$ cat config.mk
export PLATFORM = sky130hd
export DESIGN_NAME = serial_link_apb_cfg_completer
export DESIGN_NICKNAME = d
export VERILOG_FILES = /design/src/rtl/serial_link_apb_cfg_completer.sv
export SDC_FILE = /design/constraint.sdc
export NUM_CORES = 1
export LEC_CHECK = 0
export ABC_CLOCK_PERIOD_IN_PS = 2100
export CORE_UTILIZATION = 30
export DETAILED_ROUTE_END_ITERATION = 12
export PLACE_DENSITY_LB_ADDON = 0.1
export SYNTH_ARGS = -nofsm -noshare
export SYNTH_HDL_FRONTEND = slang
export SYNTH_SLANG_ARGS = --single-unit
$ cat constraint.sdc
create_clock -name clk_i -period 2.1 [get_ports clk_i]
set_clock_uncertainty 0.2 [all_clocks]
set_input_delay 0.42 -clock clk_i [delete_from_list [all_inputs] [get_ports clk_i]]
set_output_delay 0.42 -clock clk_i [all_outputs]
set_load 0.02 [all_outputs]
$ cat src/rtl/serial_link_apb_cfg_completer.sv
// serial_link_apb_cfg_completer
//   APB completer for the serial-link control/status registers.
//   0x0 CTRL     RW  bit0 clk_ena, bit1 link_rst_n, bit8 axi_in_isolate, bit9 axi_out_isolate
//   0x4 ISOLATED RO  {30'b0, axi_out_isolated, axi_in_isolated}, 2-flop synchronised
//   Optional feature macro: SERIAL_LINK_CFG_ERR_EN (error responses on unmapped
//   addresses and writes to ISOLATED); when undefined pslverr_o is tied low.
//   APB handshake: a transfer starts with a SETUP cycle (psel_i & ~penable_i),
//   continues through ACCESS cycles (psel_i & penable_i) and completes in the
//   single cycle where pready_o=1; the master must hold psel_i, penable_i,
//   paddr_i, pwrite_i, pwdata_i and pstrb_i stable until then. Dropping psel_i
//   before pready_o aborts the transfer without any register update.
module serial_link_apb_cfg_completer #(
   parameter int unsigned AddrWidth  = 32,
   parameter int unsigned DataWidth  = 32,
   parameter int unsigned WaitCycles = 0,
   parameter logic [31:0] CtrlRstVal = 32'h0000_0300
) (
   input  logic                   clk_i,
   input  logic                   rst_ni,
   input  logic                   psel_i,
   input  logic                   penable_i,
   input  logic                   pwrite_i,
   input  logic [AddrWidth-1:0]   paddr_i,
   input  logic [DataWidth-1:0]   pwdata_i,
   input  logic [DataWidth/8-1:0] pstrb_i,
   output logic [DataWidth-1:0]   prdata_o,
   output logic                   pready_o,
   output logic                   pslverr_o,
   output logic                   clk_ena_o,
   output logic                   link_rst_no,
   output logic                   axi_in_isolate_o,
   output logic                   axi_out_isolate_o,
   input  logic                   axi_in_isolated_i,
   input  logic                   axi_out_isolated_i,
   output logic [1:0]             dbg_state_o
);

   localparam int unsigned StrbWidth = DataWidth / 8;
   localparam logic [DataWidth-1:0] CtrlMask = DataWidth'(32'h0000_0303);

   typedef enum logic [1:0] {
      ST_IDLE   = 2'd0,
      ST_ACCESS = 2'd1,
      ST_RESP   = 2'd2
   } state_e;

   state_e                 state_q, state_d;
   logic [3:0]             cnt_q;
   logic [AddrWidth-1:2]   addr_q;
   logic                   write_q;
   logic [DataWidth-1:0]   wdata_q;
   logic [StrbWidth-1:0]   strb_q;
   logic [DataWidth-1:0]   ctrl_q;
   logic [1:0]             iso_meta_q, iso_sync_q;

   logic                   setup;
   logic                   xfer_done;
   logic                   addr_hi;
   logic                   sel_ctrl;
   logic                   sel_iso;
   logic                   err;
   logic                   commit;
   logic [DataWidth-1:0]   byte_mask;
   logic [DataWidth-1:0]   ctrl_d;
   logic [DataWidth-1:0]   rdata;
   logic                   unused_addr;

   // Byte offset bits carry no meaning for word registers.
   assign unused_addr = ^paddr_i[1:0];

   assign setup     = psel_i & ~penable_i;
   assign xfer_done = (state_q == ST_RESP) & psel_i & penable_i;

   // Address decode on the latched word index; anything beyond word 1 is unmapped.
   assign addr_hi  = |addr_q[AddrWidth-1:3];
   assign sel_ctrl = ~addr_hi & ~addr_q[2];
   assign sel_iso  = ~addr_hi &  addr_q[2];
`ifdef SERIAL_LINK_CFG_ERR_EN
   assign err = addr_hi | (write_q & sel_iso);
`else
   assign err = 1'b0;
`endif
   assign commit = xfer_done & write_q & sel_ctrl & ~err;

   // Expand byte strobes into a bit mask and merge write data into CTRL.
   always_comb begin
      byte_mask = '0;
      for (int k = 0; k < StrbWidth; k++) begin
         byte_mask[8*k +: 8] = {8{strb_q[k]}};
      end
      ctrl_d = ((ctrl_q & ~byte_mask) | (wdata_q & byte_mask)) & CtrlMask;
   end

   // FSM state register.
   always_ff @(posedge clk_i or negedge rst_ni) begin
      if (!rst_ni) state_q <= ST_IDLE;
      else         state_q <= state_d;
   end

   // FSM next-state logic: SETUP -> (ACCESS wait) -> RESP -> IDLE, abort on psel drop.
   always_comb begin
      state_d = state_q;
      unique case (state_q)
         ST_IDLE: begin
            if (setup) state_d = (WaitCycles == 0) ? ST_RESP : ST_ACCESS;
         end
         ST_ACCESS: begin
            if (!psel_i)                           state_d = ST_IDLE;
            else if (penable_i && cnt_q == 4'd1)   state_d = ST_RESP;
         end
         ST_RESP:  state_d = ST_IDLE;
         default:  state_d = ST_IDLE;
      endcase
   end

   // Wait counter: loaded on SETUP, decremented on each ACCESS cycle.
   always_ff @(posedge clk_i or negedge rst_ni) begin
      if (!rst_ni) begin
         cnt_q <= '0;
      end else if (state_q == ST_IDLE && setup) begin
         cnt_q <= 4'(WaitCycles);
      end else if (state_q == ST_ACCESS && psel_i && penable_i && cnt_q != 4'd0) begin
         cnt_q <= cnt_q - 4'd1;
      end
   end

   // Capture the request attributes in the SETUP cycle.
   always_ff @(posedge clk_i or negedge rst_ni) begin
      if (!rst_ni) begin
         addr_q  <= '0;
         write_q <= 1'b0;
         wdata_q <= '0;
         strb_q  <= '0;
      end else if (state_q == ST_IDLE && setup) begin
         addr_q  <= paddr_i[AddrWidth-1:2];
         write_q <= pwrite_i;
         wdata_q <= pwdata_i;
         strb_q  <= pstrb_i;
      end
   end

   // CTRL register: updated only in the completing cycle of a legal write.
   always_ff @(posedge clk_i or negedge rst_ni) begin
      if (!rst_ni)     ctrl_q <= DataWidth'(CtrlRstVal) & CtrlMask;
      else if (commit) ctrl_q <= ctrl_d;
   end

   // Two-flop synchronisers for the isolation status; reset to "isolated".
   always_ff @(posedge clk_i or negedge rst_ni) begin
      if (!rst_ni) begin
         iso_meta_q <= 2'b11;
         iso_sync_q <= 2'b11;
      end else begin
         iso_meta_q <= {axi_out_isolated_i, axi_in_isolated_i};
         iso_sync_q <= iso_meta_q;
      end
   end

   // Output logic: response signals exist only in the completing cycle.
   always_comb begin
      rdata = '0;
      if (sel_ctrl)     rdata = ctrl_q;
      else if (sel_iso) rdata = {{(DataWidth-2){1'b0}}, iso_sync_q};
      pready_o  = xfer_done;
      pslverr_o = xfer_done & err;
      prdata_o  = (xfer_done && !write_q && !err) ? rdata : '0;
   end

   assign clk_ena_o         = ctrl_q[0];
   assign link_rst_no       = ctrl_q[1];
   assign axi_in_isolate_o  = ctrl_q[8];
   assign axi_out_isolate_o = ctrl_q[9];
   assign dbg_state_o       = state_q;

endmodule
* After elaboration in Yosys (flattened, before gate mapping)
Index checks and enable logic that the tools add are counted.
** Word-level totals
- Register bits :: 57
- Bits of input ports :: 75
- Output and inout bits :: 40
- Word-level logic and storage cells :: 50
** Cells by class
- Add/subtract/negate cells :: 1
- Equality and inequality tests :: 5
- Mux-type cells :: 9
- Bitwise gates (word level) :: 14
- Reductions and logical operators :: 12
** Operators by type and width (count)
- $mux 32 :: 2
- $reduce_or 29->1 :: 1
- $and 10x10->10 :: 2
- $not 10->10 :: 1
- $or 10x10->10 :: 1
- $mux 2 :: 4
- $mux 4 :: 2
- $and 1x1->1 :: 7
- $logic_and 1x1->1 :: 6
- $eq 4x1->1 const B :: 1
- $pmux 2 s2 :: 1
- $reduce_bool 4->1 :: 1
- $sub 4x1->4 const B :: 1
- $ne 3x3->1 const B :: 1
- $not 1->1 :: 3
- $eq 2x1->1 const B :: 1
- $eq 2x2->1 const B :: 1
- $logic_not 2->1 :: 1
- $ne 2x2->1 const B :: 1
- $reduce_and 2->1 :: 1
- $reduce_bool 2->1 :: 1
- $logic_not 1->1 :: 1

* Depth between registers and ports, before layout
Gate-level depths: netlist of the first run.
- Depth after elaboration :: 6
- Depth in mapped cells :: 4
- Depth with buffers taken out :: 4

* Worst setup path after synthesis of the first run
OpenSTA, ideal clock, no wires.
- Path kind :: flip-flop to output port
- Start point :: reg state_q[1] (netlist: dbg_state_o[1])
- End point :: out prdata_o[0]
- Arrival time :: 1636 ps
- Required time :: 1480 ps
- Slack :: -156 ps
- Cell stages (with the launch flop) :: 5
- Buffers on the path :: 0
- Cells stage by stage :: dfrtp_1 > and3_1 > nand4_1 > nor4_1 > nor2b_1
** On the way
- Word-level cells in the longest chain between the ends :: 5
** RTL lines
- start, declared :: RTL line 47 : state_e state_q, state_d;
- start signal, assigned :: RTL line 97 : else state_q <= state_d;
- $eq 2x2->1 :: RTL line 72 : assign xfer_done = (state_q == ST_RESP) & psel_i & penable_i;
- $and 1x1->1 (2 in series) :: RTL line 72
- named net pready_o :: RTL line 27 : output logic pready_o,
- $logic_and 1x1->1 :: RTL line 166 : prdata_o = (xfer_done && !write_q && !err) ? rdata : '0;
- $mux 32 :: RTL line 166
- end, declared :: RTL line 26 : output logic [DataWidth-1:0] prdata_o,
The timed path passes the listed nets, and every way through them passes these cells.

* Final worst setup path of the first run
- Start point :: reg addr_q[21] (netlist bit)
- End point :: out prdata_o[8]
** On the way
- Word-level cells in the longest chain between the ends :: 5
** RTL lines
- start, declared :: RTL line 49 : logic [AddrWidth-1:2] addr_q;
- start signal, assigned :: RTL line 135 : addr_q <= paddr_i[AddrWidth-1:2];
- $reduce_or 29->1 :: RTL line 75 : assign addr_hi = |addr_q[AddrWidth-1:3];
- $not 1->1 :: RTL line 76 : assign sel_ctrl = ~addr_hi & ~addr_q[2];
- $and 1x1->1 :: RTL line 76
- $mux 32 :: RTL line 162 : if (sel_ctrl) rdata = ctrl_q;
- $mux 32 :: RTL line 166
No other way between the ends.

==> impl_metrics.py, run 1 <==
metrics = {
    "drt": {
        "dr_total_vias": 1270,
        "routedWlPerCell_microns": 13.48,
        "firstDrtPassIters": 9,
        "drt_iter0_markers": 60,
        "drc": 9,
        "via_per_inst": 4.364,
        "drt_wl_total_microns": 3923,
        "final_antenna_net_count": 0,
    },
    "sta": {
        "period_needed_ps": 2535,
        "setup_ws_ps": -435.3,
        "finalHoldViolations": 0,
        "setup-tns-final_ps": -1954,
        "setup_viol_count_final": 8,
        "drv_slew": 0,
        "rsz0062_at_grt": "true",
        "fin_crit_sh_pct": 120.7,
        "fmax_mhz": 394.4,
        "holdWs_ps": 159.1,
    },
    "setup_path": {
        "cp_max_fo": 4,
        "reg2reg_depth": 6,
        "crit_arrival_ps": 1920,
        "cp.required_ps": 1480,
        "end_kind": "primary output",
        "critPathKind": "reg -> out",
        "cp-start-kind": "flip-flop",
    },
    "place": {
        "gp_congestion": 0.6983,
        "hpwl_microns": 2938,
        "post-place-ws_ps": -884.8,
        "port_buffers": 52,
    },
    "power": {
        "powerDensity_nw_per_um2": 705.2,
        "ir_drop_v": 0.0002414,
        "power.leakage_nw": 1.216,
    },
    "logic_synthesis": {
        "yosysSeqAreaShare_pct": 56.33,
        "yosysWarnings": 0,
        "syn_inst": 146,
        "synth.ff_latch_count": 46,
        "ys.flop_type": "dfrtp_1",
        "synth.most_common_cell": "dfrtp_1",
        "yosysTopAreaCellShare_pct": 48.66,
        "synthTopCellsByArea": "dfrtp_1, mux2_2, buf_4",
        "ys_top_cells_by_count": "dfrtp_1, mux2_2, buf_4",
        "synth_edf_count": 0,
        "syn_avg_cell_area_sq_um": 14.09,
        "async_reset_ff_share_pct": 100.0,
        "syn_area_sq_um": 2057,
        "synth_cell_types": 18,
        "synth_area_leader_cell": "dfrtp_1",
    },
    "grt": {
        "track_usage_pct": 11.71,
        "grt_pass1_vias": 1334,
        "antenna_found_initial": 0,
        "grt_pass1_wl_microns": 6410,
        "grt_start_max_net_pins": 39,
        "grt_overflow": 0,
    },
    "cts": {
        "htree_num_levels": 2,
        "root_buffer": "clkbuf_8",
        "cts_sinks": 46,
        "ctsLongestPathBuffers": 2,
        "clk_latency_ps": 300,
        "cts-buffers-inserted": 5,
        "tritoncts": "yes",
        "clk_pin_slew_worst_paths_ps": 80,
    },
    "hold_path": {
        "hold_class": "reg -> reg",
        "hold_depth": 0,
    },
    "run": {
        "maxCapViolCount": 0,
    },
    "cells_and_area": {
        "seq_area_sq_um": 1159,
        "multi_input_area_sq_um": 857.1,
        "areaGrowthSynthToFinish_pct": 37.71,
        "nFillCells": 603,
        "nNetsFinal": 288,
        "n_antenna_cell": 0,
        "drive_gt1_share_pct": 38.32,
    },
    "die": {
        "die_w_microns": 84.81,
        "die_area_sq_um": 7192,
        "io-pin-count": 115,
        "fp.dieH_microns": 84.81,
        "rows": 29,
        "start_util_pct": 31.67,
        "core_sq_um": 6495,
    },
    "outcome": {
        "status": "finished, violations left",
        "violations": "design-rule violations, negative setup slack",
    },
}
==> metal layers <==
metal	vias up	wire, microns	GRT usage [%]
li1	581	-	-
met4	0	52	4.160
met2	58	2062	21.06
met5	-	0	0
met1	625	1577	12.98
met3	6	231	3.736
==> power by group <==
part / leakage [nW] / switching, W / total [W] / internal, W
clock network: 0.0395 / 0.000279 / 0.000515 / 0.000237
logic: 0.637 / 0.000150 / 0.000368 / 0.000218
registers: 0.539 / 0.0000933 / 0.00111 / 0.00102
total: 1.22 / 0.000522 / 0.00200 / 0.00148
==> worst paths after layout <==
path | slack [ps] | to | from
max | -440 | prdata_o[8] | addr_q[21]
min | 160 | iso_sync_q[0] | iso_meta_q[0]
max reg2reg | -90 | flip-flop | addr_q[21]
min reg2reg | 160 | iso_sync_q[0] | iso_meta_q[0]
max in group asynchronous | 750 | addr_q[12] | rst_ni
min in group asynchronous | 380 | wdata_q[1] | rst_ni
==> sequential cells by signal, indices dropped and copies added, names as in the netlist, named ones only <==
name,count
addr_q,30
dbg_state_o,1
iso_meta_q,2
iso_sync_q,2
strb_q,2
wdata_q,4
write_q,1
==> worst max-delay path: stages, from the launching register on <==
cell	delay [ps]
dfrtp_1	410
nor4_4	290
nand4_1	210
nor4_2	250
buf_4	170
and3b_2	180
buf_6	110
==> stage by stage <==
stage	std cells	power, W	area, sq um	util (%)
after floorplan	175	0.001353	2190	-
final	291	0.001998	2833	43.61
after CTS	289	0.002010	2766	42.59
after global routing	291	0.002117	2833	43.61
after global placement	280	0.001456	2649	40.78
after detailed placement	280	0.001475	2649	40.78
==> timing repair <==
action	CTS	global route
endpoints found under the hold margin	11	0
endpoints found under the setup margin	9	8
buffers inserted	0	3
resized for setup	28	11
gates cloned	0	0
hold buffers	1	0
pin swaps	4	7
==> area by class of cell <==
type | count | share of cell area (%)
Timing Repair Buffer | 65 | 22.61
Sequential cell | 46 | 40.90
Tap cell | 77 | 3.401
Clock buffer | 8 | 2.827
Multi-Input combinational cell | 95 | 30.26
==> cells in the final DEF, fill, tap and decap left out, types with 3 or more instances in the layout <==
cell	n
dfstp_2	6
clkbuf_8	5
mux2_2	37
conb_1	30
nor4_2	4
nor4_4	4
clkbuf_1	3
buf_4	10
buf_6	5
dfrtp_1	40
mux2_4	4
clkdlybuf4s50_1	44
==> logic make-up (layout without fill, tap and decap cells) <==
logic type	count (synthesis)	in the layout	share of synthesized area, %
buffers and inverters	34	73	11.92
multiplexers	43	43	23.42
AND/OR/NAND/NOR	22	22	8.151
other	1	30	0.1823
flip-flops	46	46	56.33
(Power assumes the default switching activity.)
==> run 2, diff against run 1 <==
Settings changed: ABC_CLOCK_PERIOD_IN_PS 2100 to 2500.
Clock period 2.1 ns to 2.5 ns, I/O delays scaled along.
==> run 2 against run 1 <==
Against the previous run:
- the flow still finishes with violations (design-rule violations, negative setup slack)
- flip-flop and latch count unchanged
- largest power group unchanged
- critical path depth is the same
- register-to-register slack better by 470 ps
- critical endpoint unchanged
- sequential power is 16% lower
- highest routed layer unchanged
- power decreased by 16%
- count of clock-buffer cells in the layout is 1 lower
- critical path type unchanged
==> impl_metrics.py, run 2 (synthesized netlist as in run 1, its figures left out) <==
metrics = {
    "outcome": {
        "status": "finished, violations left",
        "violations": "design-rule violations, negative setup slack",
    },
    "grt": {
        "busiest_layer": "met2",
        "antenna_found_initial": 0,
        "grt_pass1_vias": 1320,
        "grt_start_max_net_pins": 39,
        "use_met1_pct": 12.03,
        "grt_overflow": 0,
        "met2_usage_pct": 20.99,
        "met3_usage_pct": 3.245,
        "grt_pass1_wl_microns": 6127,
        "track_usage_pct": 11.20,
    },
    "setup_path": {
        "cp-start-kind": "flip-flop",
        "cp_max_fo": 4,
        "critPathKind": "reg -> out",
        "end_kind": "primary output",
        "r2r-start": "addr_q[8]",
        "r2r_setup_slack_ps": 380,
        "reg2reg_depth": 5,
        "crit_chain": "nor4_4, nand4_1, nor4_2, buf_4, and3b_1, buf_6",
        "crit_arrival_ps": 1920,
        "slowest_stage": "dfrtp_1",
        "cp.required_ps": 1800,
        "critical-path-max-stage-delay_ps": 410,
    },
    "cts": {
        "clk_pin_slew_worst_paths_ps": 80,
        "root_buffer": "clkbuf_8",
        "cts-buffers-inserted": 5,
        "cts_sinks": 46,
        "ctsLongestPathBuffers": 2,
        "tritoncts": "yes",
        "clk_latency_ps": 290,
        "htree_num_levels": 2,
    },
    "cells_and_area": {
        "stdcell_count": 290,
        "areaGrowthSynthToFinish_pct": 34.31,
        "n_antenna_cell": 0,
        "drive_gt1_share_pct": 35.68,
        "top_register": "addr_q",
        "largest_register_ffs": 30,
        "layout_commonest_cell": "clkdlybuf4s50_1",
        "reg_top3": "addr_q: 30 flops, wdata_q: 4 flops",
        "layout_common_cells": "clkdlybuf4s50_1, dfrtp_1, mux2_2, conb_1, buf_4",
        "nNetsFinal": 287,
    },
    "place": {
        "gp_congestion": 0.6814,
        "dp.cells": 280,
        "port_buffers": 52,
        "hpwl_microns": 2785,
    },
    "hold_path": {
        "hold_depth": 0,
        "worstHoldEndpoint": "iso_sync_q[1]",
        "hold_start": "iso_meta_q[1]",
        "hold_class": "reg -> reg",
    },
    "die": {
        "rows": 29,
        "io-pin-count": 115,
        "die_w_microns": 84.81,
        "die_area_sq_um": 7192,
        "core_sq_um": 6495,
        "fp.dieH_microns": 84.81,
        "start_util_pct": 31.67,
    },
    "drt": {
        "final_antenna_net_count": 0,
        "firstDrtPassIters": 8,
        "drt_wl_total_microns": 3691,
        "drc": 9,
        "via_per_inst": 4.283,
        "dr_total_vias": 1242,
        "drt_iter0_markers": 47,
        "routedWlPerCell_microns": 12.73,
    },
    "sta": {
        "drv_slew": 0,
        "fin_crit_sh_pct": 104.7,
        "period_needed_ps": 2618,
        "rsz0062_at_grt": "true",
        "setup_ws_ps": -118.4,
        "setup-tns-final_ps": -454.1,
        "finalHoldViolations": 0,
        "setup_viol_count_final": 4,
        "fmax_mhz": 381.9,
    },
    "run": {
        "maxCapViolCount": 0,
    },
    "power": {
        "powerDensity_nw_per_um2": 608.2,
        "power.leakage_nw": 1.175,
        "ir_drop_v": 0.0002554,
    },
}
[run 2: changes by cell type in the layout (fill, tap and decap cells not counted), moves of 2 or more]
| cell | previous run | this run |
|---|---|---|
| nor2b_4 | 2 | 0 |
| mux2_4 | 4 | 0 |
| dlymetal6s2s_1 | 2 | 0 |
| buf_6 | 5 | 3 |
| nor4_4 | 4 | 1 |
| clkbuf_1 | 3 | 1 |
| nor4_2 | 4 | 7 |
| mux2_1 | 0 | 4 |
[run 2: report_power, final]
group | leakage (nW) | switching, W | internal, W
combinational | 0.588 | 0.000117 | 0.000179
clock | 0.0482 | 0.000228 | 0.000223
sequential | 0.539 | 0.0000746 | 0.000858
total | 1.18 | 0.000420 | 0.00126
[run 2: how the worst max path moves through the flow]
stage | start | end | slack [ps] | cells after the start
final | addr_q[15] | prdata_o[8] | -120 | 6
after CTS | addr_q[15] | prdata_o[8] | -180 | 6
after detailed placement | penable_i | prdata_o[0] | -650 | 7
after floorplan | penable_i | prdata_o[0] | 150 | 4
after global routing | addr_q[15] | prdata_o[8] | -270 | 6
after global placement | penable_i | prdata_o[9] | -620 | 7
[run 2: worst max-delay path, delay by kind of cell (launching register included)]
kind | cells | cell delay, ps
buf+inv | 2 | 290
flops | 1 | 410
simple gates | 4 | 940
[run 2: layout make-up]
cell class	instances	area [sq um]
Fill cell	599	3732
Sequential cell	46	1159
Timing Repair Buffer	64	619.3
Tap cell	77	96.34
Multi-Input combinational cell	95	797.0
Clock buffer	7	86.33
Clock inverter	1	5.005
[run 2: through the flow]
step | util [%] | hold slack (ps) | total power, W | cell area (sq um) | setup slack (ps)
after global placement | 40.42 | 146.4 | 0.001224 | 2625 | -622.0
after floorplan | - | 4.409 | 0.001134 | 2166 | 150.2
after CTS | 42.44 | 163.9 | 0.001709 | 2756 | -181.0
final | 42.54 | 164.9 | 0.001680 | 2763 | -118.4
after detailed placement | 40.42 | 152.2 | 0.001237 | 2625 | -654.9
after global routing | 42.54 | 169.2 | 0.001780 | 2763 | -266.0
[run 2: repair_timing]
action / CTS / global route
hold endpoints to repair: 15 / 0
gates cloned: 0 / 0
pin swaps: 5 / 2
hold buffers: 1 / 0
resized for setup: 29 / 1
setup endpoints to repair: 4 / 4
buffers inserted: 1 / 0
[run 2: routing by layer]
| metal | wire length [microns] | vias to the layer above |
|---|---|---|
| met5 | 0 | - |
| met4 | 48 | 0 |
| met3 | 198 | 7 |
| met2 | 1986 | 56 |
| met1 | 1458 | 598 |
| li1 | - | 581 |
==> run 3, diff against run 2 <==
Settings changed: SKIP_LAST_GASP from default to 1.
==> results of run 3 <==
The final DEF is identical to that of run 2; final timing and power are the same.
Among the figures that moved: number of gates resized after CTS 29 -> 28
